**src/rtl/cache_pkg.sv**
```systemverilog
// cache_pkg: shared constants, FSM state encoding and field helpers for data_cache
package cache_pkg;
    localparam int OFFSET_W = 2;
    localparam int BLOCK_W = 32;
    localparam int ADDR_W = 8;
    localparam int INDEX_W = 3;
    localparam int TAG_W = ADDR_W - INDEX_W - OFFSET_W;
    localparam int TAG_LSB = INDEX_W + OFFSET_W;
    localparam logic [1:0] IDLE = 2'd0;
    localparam logic [1:0] WRITEBACK = 2'd1;
    localparam logic [1:0] FETCH = 2'd2;
    localparam logic [1:0] UPDATE = 2'd3;
    function automatic int tag_width(int aw, int iw);
        return aw - iw - OFFSET_W;
    endfunction
endpackage

```
**src/rtl/data_cache_if.sv**
```systemverilog
// data_cache_if: CPU-side and memory-side bus of the data cache
// slave = cache (takes read/write/address/writedata/mem_readdata/mem_busywait,
// drives readdata/busywait/mem_read/mem_write/mem_address/mem_writedata);
// master = surrounding CPU and memory
interface data_cache_if
    import cache_pkg::*;
#(
    parameter int ADDR_W = cache_pkg::ADDR_W
);
    logic read;
    logic write;
    logic [ADDR_W-1:0] address;
    logic [7:0] writedata;
    logic [7:0] readdata;
    logic busywait;
    logic mem_read;
    logic mem_write;
    logic [ADDR_W-OFFSET_W-1:0] mem_address;
    logic [BLOCK_W-1:0] mem_writedata;
    logic [BLOCK_W-1:0] mem_readdata;
    logic mem_busywait;
    modport slave (
        input read, write, address, writedata, mem_readdata, mem_busywait,
        output readdata, busywait, mem_read, mem_write, mem_address, mem_writedata
    );
    modport master (
        output read, write, address, writedata, mem_readdata, mem_busywait,
        input readdata, busywait, mem_read, mem_write, mem_address, mem_writedata
    );
endinterface

```
**src/rtl/cache_fsm.sv**
```systemverilog
// cache_fsm: miss-handling state machine of data_cache
// ports: clk, reset (async active-low), request/hit/dirty from the lookup,
// mem_busywait from memory; state, mem_read, mem_write out
module cache_fsm
    import cache_pkg::*;
(
    input  logic       clk,
    input  logic       reset,
    input  logic       request,
    input  logic       hit,
    input  logic       dirty,
    input  logic       mem_busywait,
    output logic [1:0] state,
    output logic       mem_read,
    output logic       mem_write
);
    logic [1:0] nxt;
    always_comb begin
        nxt = state == IDLE      ? (request && !hit ? (dirty ? WRITEBACK : FETCH) : IDLE) :
              state == WRITEBACK ? (mem_busywait ? WRITEBACK : FETCH) :
              state == FETCH     ? (mem_busywait ? FETCH : UPDATE) : IDLE;
    end
    always_ff @(posedge clk or negedge reset) begin
        if (!reset) state <= IDLE;
        else state <= nxt;
    end
    // decoded from the async-reset state so both requests drop the instant reset asserts
    assign mem_read = state == FETCH;
    assign mem_write = state == WRITEBACK;
endmodule

```
**src/rtl/data_cache.sv**
```systemverilog
// data_cache: direct-mapped write-back write-allocate byte data cache
// ports: clk, reset (async active-low), bus (data_cache_if.slave) carrying the
// CPU request/response and the 32-bit block memory interface
module data_cache
    import cache_pkg::*;
#(
    parameter int ADDR_W = cache_pkg::ADDR_W,
    parameter int INDEX_W = cache_pkg::INDEX_W
)(
    input logic clk,
    input logic reset,
    data_cache_if.slave bus
);
    localparam int TW = tag_width(ADDR_W, INDEX_W);
    localparam int BLOCKS = 1 << INDEX_W;
    localparam int TL = INDEX_W + OFFSET_W;
    logic [BLOCKS-1:0] valid, dirty;
    logic [TW-1:0] tags [BLOCKS];
    logic [BLOCK_W-1:0] data [BLOCKS];
    logic [TW-1:0] tag;
    logic [INDEX_W-1:0] idx;
    logic [OFFSET_W-1:0] off;
    logic [1:0] state;
    logic request, hit, idle, read_hit, write_hit, fill, mem_rd, mem_wr;
    logic [7:0] rd_byte, readdata_q;
    assign tag = bus.address[ADDR_W-1:TL];
    assign idx = bus.address[TL-1:OFFSET_W];
    assign off = bus.address[OFFSET_W-1:0];
    assign request = bus.read || bus.write;
    assign hit = valid[idx] && tags[idx] == tag;
    assign idle = state == IDLE;
    // write wins when both strobes are high, so a read hit needs write low
    assign read_hit = idle && bus.read && !bus.write && hit;
    assign write_hit = idle && bus.write && hit;
    assign fill = state == FETCH && !bus.mem_busywait;
    assign rd_byte = data[idx][{off, 3'b000} +: 8];
    cache_fsm fsm (
        .clk(clk),
        .reset(reset),
        .request(request),
        .hit(hit),
        .dirty(dirty[idx]),
        .mem_busywait(bus.mem_busywait),
        .state(state),
        .mem_read(mem_rd),
        .mem_write(mem_wr)
    );
    assign bus.mem_read = mem_rd;
    assign bus.mem_write = mem_wr;
    assign bus.readdata = read_hit ? rd_byte : readdata_q;
    // gated by reset so a request held through reset cannot raise a stall
    assign bus.busywait = reset && (idle ? request && !hit : 1'b1);
    assign bus.mem_address = state == WRITEBACK ? {tags[idx], idx} :
                             state == FETCH ? {tag, idx} : '0;
    assign bus.mem_writedata = state == WRITEBACK ? data[idx] : '0;
    always_ff @(posedge clk or negedge reset) begin
        if (!reset) begin
            valid <= '0;
            dirty <= '0;
            readdata_q <= '0;
        end else begin
            if (fill) begin
                valid[idx] <= 1'b1;
                dirty[idx] <= 1'b0;
            end else if (write_hit) dirty[idx] <= 1'b1;
            if (read_hit) readdata_q <= rd_byte;
        end
    end
    // block storage is qualified by valid, so it needs no reset
    always_ff @(posedge clk) begin
        if (fill) begin
            data[idx] <= bus.mem_readdata;
            tags[idx] <= tag;
        end else if (write_hit) data[idx][{off, 3'b000} +: 8] <= bus.writedata;
    end
endmodule

```
**src/flat_wrapper.sv**
```systemverilog
// flat-port wrapper written by rule: the top's interface ports become plain ports
module data_cache_flat import cache_pkg::*;
#(
    parameter int ADDR_W = cache_pkg::ADDR_W,
    parameter int INDEX_W = cache_pkg::INDEX_W
)
  (clk, reset, bus_read, bus_write, bus_address, bus_writedata, bus_mem_readdata, bus_mem_busywait, bus_readdata, bus_busywait, bus_mem_read, bus_mem_write, bus_mem_address, bus_mem_writedata);
  data_cache_if #(.ADDR_W(ADDR_W)) bus_i ();
  input logic clk;
  input logic reset;
  input wire logic [$bits(bus_i.read)-1:0] bus_read;
  input wire logic [$bits(bus_i.write)-1:0] bus_write;
  input wire logic [$bits(bus_i.address)-1:0] bus_address;
  input wire logic [$bits(bus_i.writedata)-1:0] bus_writedata;
  input wire logic [$bits(bus_i.mem_readdata)-1:0] bus_mem_readdata;
  input wire logic [$bits(bus_i.mem_busywait)-1:0] bus_mem_busywait;
  output wire logic [$bits(bus_i.readdata)-1:0] bus_readdata;
  output wire logic [$bits(bus_i.busywait)-1:0] bus_busywait;
  output wire logic [$bits(bus_i.mem_read)-1:0] bus_mem_read;
  output wire logic [$bits(bus_i.mem_write)-1:0] bus_mem_write;
  output wire logic [$bits(bus_i.mem_address)-1:0] bus_mem_address;
  output wire logic [$bits(bus_i.mem_writedata)-1:0] bus_mem_writedata;
  assign bus_i.read = bus_read;
  assign bus_i.write = bus_write;
  assign bus_i.address = bus_address;
  assign bus_i.writedata = bus_writedata;
  assign bus_i.mem_readdata = bus_mem_readdata;
  assign bus_i.mem_busywait = bus_mem_busywait;
  assign bus_readdata = bus_i.readdata;
  assign bus_busywait = bus_i.busywait;
  assign bus_mem_read = bus_i.mem_read;
  assign bus_mem_write = bus_i.mem_write;
  assign bus_mem_address = bus_i.mem_address;
  assign bus_mem_writedata = bus_i.mem_writedata;
  data_cache #(.ADDR_W(ADDR_W), .INDEX_W(INDEX_W)) u_core (.clk(clk), .reset(reset), .bus(bus_i));
endmodule
```
**config.mk**
```make
export PLATFORM = sky130hd
export DESIGN_NAME = data_cache_flat
export DESIGN_NICKNAME = d
export VERILOG_FILES = /design/src/rtl/cache_pkg.sv /design/src/rtl/data_cache_if.sv /design/src/rtl/cache_fsm.sv /design/src/rtl/data_cache.sv /design/src/flat_wrapper.sv
export SDC_FILE = /design/constraint.sdc
export NUM_CORES = 1
export LEC_CHECK = 0
export CORE_ASPECT_RATIO = 0.9
export CORE_UTILIZATION = 35
export DETAILED_ROUTE_END_ITERATION = 8
export GPL_ROUTABILITY_DRIVEN = 0
export GPL_TIMING_DRIVEN = 0
export PLACE_DENSITY_LB_ADDON = 0.2
export SYNTH_ARGS = -nofsm -noshare
export SYNTH_HDL_FRONTEND = slang
export SYNTH_HIERARCHICAL = 1
export SYNTH_SLANG_ARGS = --single-unit
```
**constraint.sdc**
```tcl
create_clock -name clk -period 2.55 [get_ports clk]
set_input_delay 0.255 -clock clk [delete_from_list [all_inputs] [get_ports clk]]
set_output_delay 0.255 -clock clk [all_outputs]
set_load 0.005 [all_outputs]
```
==> results of run 1 <==
==> registers in the layout, summed over array words and instances (netlist names), named ones only <==
register and flops:
u_core/data 256, u_core/fsm/state 2, u_core/tags 24, u_core/readdata_q 8
u_core/valid 8
==> metal layers <==
metal | up-vias | share of wire
met5 | - | 0
met4 | 0 | 0.032
met3 | 81 | 0.087
met2 | 452 | 0.44
met1 | 4537 | 0.44
li1 | 3763 | -
==> power by group through the flow <==
| stage | registers (mW) | clock network [mW] | logic (mW) |
|---|---|---|---|
| after floorplan | 5.92 | 0 | 1.09 |
| final | 5.85 | 4.37 | 2.80 |
| after global placement | 5.95 | 0 | 2.12 |
| after global routing | 5.87 | 4.64 | 2.93 |
| after detailed placement | 5.96 | 0 | 2.13 |
| after CTS | 5.84 | 4.42 | 2.65 |
==> area by class of cell <==
cell class                 instances  area (um2)  area share
buffer                            39         529      0.0279
clock buffer                      42         847      0.0446
clock inverter                    15         121     0.00639
inverter                          51         198      0.0104
multi-input combinational        439        5030       0.265
sequential                       306        9060       0.477
tap                              483         604      0.0318
timing repair buffer             220        2600       0.137
==> worst max path at each step <==
| stage | cells past startpoint | slack (ps) | end |
|---|---|---|---|
| 5_1_grt | 8 | -550 | bus_readdata[0] |
| 3_3_place_gp | 9 | -2130 | bus_readdata[1] |
| 6_report | 8 | -460 | bus_readdata[0] |
| 3_5_place_dp | 9 | -2170 | bus_readdata[1] |
| 4_1_cts | 9 | -490 | bus_readdata[7] |
| 2_1_floorplan | 8 | -6 | u_core/data[3][16] |
==> worst max-delay path, cell delays in order (launching register included) <==
cell      delay [ps]
edfxtp_1         360
mux2_4           280
a221o_1          320
a222oi_1         380
buf_4            180
nand2_2           50
a22o_1           230
mux2_4           290
buf_6            120
==> through the flow <==
| step | total power [mW] | setup slack [ps] | area (um2) | hold WS [ps] | util |
|---|---|---|---|---|---|
| 2_1_floorplan | 7.02 | -5.59 | 13700 | -40.6 | - |
| 3_3_place_gp | 8.07 | -2130 | 15300 | 445 | 0.410 |
| 3_5_place_dp | 8.09 | -2170 | 15300 | 454 | 0.410 |
| 4_1_cts | 12.9 | -492 | 18200 | 352 | 0.488 |
| 5_1_grt | 13.4 | -546 | 19000 | 349 | 0.509 |
| 6_report | 13.0 | -462 | 19000 | 269 | 0.509 |
==> cell families (layout without fill, tap and decap cells) <==
family	after synthesis	count (layout)	share of synthesized area
AOI/OAI and AO/OA	129	129	0.0668
xor gates and xnor gates	1	1	0.000660
and+or+nand+nor	158	158	0.0610
DFF	306	306	0.682
muxes	146	146	0.153
buffers and inverters	91	367	0.0316
adders and majority gates	5	5	0.00471
==> placed cells by master (no fill, tap or decap), drive strengths merged, types with 4 or more instances in the layout <==
master	Yosys	routed
and3	5	5
inv	49	49
mux4	44	44
buf	23	152
ha	5	5
mux2	18	18
o21ai	17	17
dlygate4sd2	0	12
dfrtp	26	26
clkdlybuf4s50	0	62
nor3	5	5
a221oi	12	12
or2	10	10
nor2b	12	12
a21oi	46	46
o31ai	6	6
edfxtp	280	280
clkbuf	17	60
nand2b	5	5
o22ai	5	5
a22oi	7	7
mux2i	84	84
nor2	51	51
nand3	7	7
a221o	7	7
dlymetal6s2s	0	10
a22o	4	4
clkinv	2	13
nand2	51	51
==> timing repair <==
action | CTS | global route
setup endpoints to repair | 605 | 547
buffers inserted | 76 | 49
pin swaps | 38 | 23
gates resized for setup | 309 | 67
hold buffers | 0 | 1
gates cloned | 2 | 2
endpoints found under the hold margin | 0 | 26
==> flow_summary_export.csv, run 1 <==
group,metric,value,unit
timing,setup-violations-final,491,
logic_synthesis,synth_edf_count,280,
status,status,"finished with violations",
detailed_routing,postRouteAntennaNets,0,
clock_network,cts_tree,"built",
detailed_routing,drtIter0Drc,881,
die,initial_utilization,0.356,
grt,grt_pass1_vias,8491,
clock_network,clock_sinks,306,
logic_synthesis,synth_top_area_frac,0.633,
logic_synthesis,synth_area_leaders,"edfxtp_1 (63%), mux4_2 (7.5%), mux2i_1 (6.3%), dfrtp_1 (4.9%), a21oi_1 (1.7%)",
clock_network,h-tree-depth,1,
setup_path,cp.arrival,2760,ps
timing,fmax,332,MHz
power,clockPowerShare,0.336,
timing,max-slew-margin-rel,0.488,
finish,instances_no_fill,1595,
logic_synthesis,synthCells,836,
detailed_routing,post_drt_wl_per_cell,27.1,um
grt,grt.total_usage,0.218,
logic_synthesis,synth_area_leader_cell,"edfxtp_1",
detailed_routing,via_per_inst,5.54,
logic_synthesis,synth.most_common_cell,"edfxtp_1",
grt,gr-total-overflow,0,
detailed_routing,drtPass1Iterations,5,
detailed_routing,wirelength,43300,um
grt,use_met1,0.321,
timing,slew_viol_final,0,
placement,port_buffers,99,
setup_path,ff2ff_setup_slack,-270,ps
finish,fill_cells,3055,
die,core,37300,um2
die,die_h,187,um
logic_synthesis,synthArstFlopShare,0.0850,
timing,setup-tns-final,-92800,ps
status,failed_checks,"setup timing",
detailed_routing,vias,8833,
power,leakagePower,6.73,nW
power,powerDensity,686,nW/um2
die,die_x,207,um
logic_synthesis,ys.flop_type,"edfxtp_1",
logic_synthesis,ys_warn_count,6,
placement,place_hpwl,28300,um
setup_path,cp.required,2300,ps
finish,layout-drive-gt1-share,0.374,
clock_network,clkSlewWorstSetupHoldPaths,60,ps
grt,busiest_layer,"met2",
placement,dp_cells,1419,
grt,met2_usage,0.328,
setup_path,cp_max_fo,2,
timing,fin_crit_sh,1.18,
setup_path,startpoint,"u_core/data[5][24]",
logic_synthesis,yosys-top-cells-count,"edfxtp_1 (280), mux2i_1 (84), nor2_1 (51)",
logic_synthesis,syn_area_per_cell,15.9,um2
finish,diodes,0,
setup_path,critPathKind,"reg -> out",
setup_path,r2r_start,"u_core/tags[1][0]",
logic_synthesis,synth_cell_types,60,
clock_network,root_buffer,"clkbuf_16",
clock_network,clk_latency,560,ps
power,vdd_drop_max,440,uV
timing,layout_setup_ws,-462,ps
finish,syn_to_final_growth,42.9,%
logic_synthesis,synth_seq_cells,306,
timing,hold_violations,0,
grt,grt_max_degree,29,
worst_hold_path,hold_path.class,"in -> async",
power,p_int,9.56,mW
setup_path,worst_setup_path_end_kind,"output pin",
grt,grt_first_pass_wirelength,60100,um
clock_network,clock_path_buffers,3,
detailed_routing,post-route-drc-count,0,
run,cap_violations,0,
timing,period_minus_slack,3010,ps
clock_network,cts_buffers,31,
timing,tightest_slew,766,ps
power,p_comb_frac,0.215,
die,num_io_pins,102,
logic_synthesis,yosysSeqAreaShare,0.682,
setup_path,cp-start-kind,"flop",
timing,rsz0062_at_grt,"true",
setup_path,critical_path.reg2reg.endpoint,"u_core/data[4][28]",
setup_path,rr_worst_depth,11,
power,seqPwrFrac,0.449,
logic_synthesis,syn-num-nets,894,
grt,met3_usage,0.0421,
timing,finClkSkew,9.25,ps
power,p_sw,3.47,mW
finish,fin_nets,1146,
logic_synthesis,syn-cell-area,13300,um2
die,rows,67,
grt,grt_antenna_before_repair,0,
die,dieArea,38700,um2
power,switching_share,0.266,
Power figures use the tool's default switching activity.
==> run 2: changes to the inputs <==
--- a/config.mk
+++ b/config.mk
@@ -6,11 +6,13 @@
 export NUM_CORES = 1
 export LEC_CHECK = 0
 export CORE_ASPECT_RATIO = 0.9
+export CORE_MARGIN = 1
 export CORE_UTILIZATION = 35
 export DETAILED_ROUTE_END_ITERATION = 8
 export GPL_ROUTABILITY_DRIVEN = 0
 export GPL_TIMING_DRIVEN = 0
 export PLACE_DENSITY_LB_ADDON = 0.2
+export REMOVE_ABC_BUFFERS = 1
 export SYNTH_ARGS = -nofsm -noshare
 export SYNTH_HDL_FRONTEND = slang
 export SYNTH_HIERARCHICAL = 1
==> run 2 against run 1 <==
The flow still finishes with violations (setup timing). Routed wire length down 5.6%. Critical path depth unchanged. Sequential power about the same. Die area unchanged. Sequential share of layout area up 0.48 points. Sequential cell count unchanged. Cell area down 0.99%. Utilization down 0.50 points. Via count down 1.6%. Non-clock buffer count down 35.
==> flow_summary_export.csv, run 2 (synthesized netlist as in run 1, its figures left out) <==
group,metric,value,unit
setup_path,cp.arrival,2700,ps
detailed_routing,via_per_inst,5.55,
detailed_routing,vias,8692,
setup_path,startpoint,"u_core/data[5][24]",
finish,syn_to_final_growth,41.5,%
power,leakagePower,6.49,nW
detailed_routing,post-route-drc-count,0,
clock_network,clkSlewWorstSetupHoldPaths,60,ps
clock_network,root_buffer,"clkbuf_16",
power,vdd_drop_max,357,uV
die,rows,67,
timing,period_minus_slack,2960,ps
worst_hold_path,hold_path.class,"in -> async",
status,status,"finished with violations",
detailed_routing,drtIter0Drc,876,
finish,final_cell_mix,"edfxtp_1 (280), clkdlybuf4s50_1 (81), nand2_1 (50)",
detailed_routing,wirelength,40900,um
finish,largest_reg_flops,256,
setup_path,cp.required,2300,ps
grt,grt_max_degree,48,
finish,fin_nets,1115,
detailed_routing,postRouteAntennaNets,0,
placement,port_buffers,101,
finish,fill_cells,3011,
die,num_io_pins,102,
grt,grt.total_usage,0.205,
timing,rsz0062_at_grt,"true",
power,power.total,13.3,mW
timing,layout_setup_ws,-409,ps
timing,setup-tns-final,-97780,ps
timing,fin_crit_sh,1.16,
setup_path,cp-start-kind,"flop",
grt,gr-total-overflow,0,
finish,multi_input_area,4970,um2
finish,instances_no_fill,1565,
die,core,37300,um2
timing,finClkSkew,18.3,ps
grt,grt_antenna_before_repair,0,
die,die_h,187,um
timing,tightest_slew,1110,ps
timing,fmax,338,MHz
detailed_routing,drtPass1Iterations,6,
finish,diodes,0,
clock_network,cts_buffers,34,
placement,dp_cells,1384,
die,die_x,207,um
grt,grt_pass1_vias,8546,
timing,max-slew-margin-rel,0.260,
timing,hold_violations,0,
setup_path,critPathKind,"reg -> out",
timing,whs,378,ps
run,cap_violations,0,
clock_network,cts_tree,"built",
clock_network,clock_path_buffers,3,
placement,place_hpwl,24100,um
finish,final-seq-area,9060,um2
finish,post-route-util,0.504,
setup_path,cp_max_fo,2,
timing,setup-violations-final,514,
setup_path,ff2ff_setup_slack,-270,ps
setup_path,worst_setup_path_end_kind,"output pin",
status,failed_checks,"setup timing",
finish,layout-drive-gt1-share,0.354,
detailed_routing,post_drt_wl_per_cell,26.1,um
grt,grt_first_pass_wirelength,58200,um
setup_path,r2r_start,"u_core/tags[3][2]",
finish,reg.largest.list,"u_core/data: 256 flops, u_core/tags: 24 flops",
timing,slew_viol_final,0,
die,initial_utilization,0.356,
finish,largest_register,"u_core/data",
power,powerDensity,707,nW/um2
die,dieArea,38700,um2
finish,layout_commonest_cell,"edfxtp_1",
clock_network,clock_sinks,306,
clock_network,h-tree-depth,2,
clock_network,clk_latency,510,ps
## run 2: worst paths after layout
check | end | cells after the start
max | bus_readdata[0] | 8
min | u_core/valid[7] | 2
max reg2reg | u_core/data[4][0] | 13
min reg2reg | u_core/valid[3] | 2
max in group asynchronous | u_core/fsm/state[1] | 2
min in group clk | u_core/valid[3] | 2
## run 2: area by class of cell
class	instances	area share
Timing Repair Buffer	224	0.151
Sequential cell	306	0.482
Inverter	51	0.0108
Clock inverter	21	0.0120
Multi-Input combinational cell	440	0.264
Tap cell	483	0.0321
Clock buffer	40	0.0476
## run 2: metrics by stage
| step | setup WS, ps | area, um2 |
|---|---|---|
| floorplan | -162 | 13100 |
| global placement | -7820 | 14700 |
| detailed placement | -1790 | 14800 |
| CTS | -410 | 18100 |
| global route | -506 | 18800 |
| finish | -409 | 18800 |
## run 2: power by group
group | internal, mW | switching (mW) | leakage, nW
Combinational | 1.14 | 1.36 | 3.12
Clock | 3.01 | 1.92 | 0.549
Sequential | 5.76 | 0.104 | 2.83
## run 2: critical path, cell delays in order (launching register included)
cell      delay (ps)
edfxtp_1         350
mux2_2           270
a221o_1          320
a222oi_1         340
buf_4            190
nand2_1           60
a22o_1           260
mux2_4           310
buf_6            120
## run 2: layer usage
layer  global-route usage  vias up  part of all wire
li1                     -     3703                 -
met1                0.299     4521              0.45
met2                0.326      411              0.47
met3               0.0290       57             0.069
met4               0.0479        0             0.018
met5                    0        -                 0
## run 2: repair_timing
item / CTS / global route
setup endpoints to repair: 561 / 528
pin swaps: 47 / 11
gates cloned: 4 / 2
hold endpoints to repair: 26 / 0
buffers inserted: 80 / 35
hold buffers: 1 / 0
gates resized for setup: 262 / 67
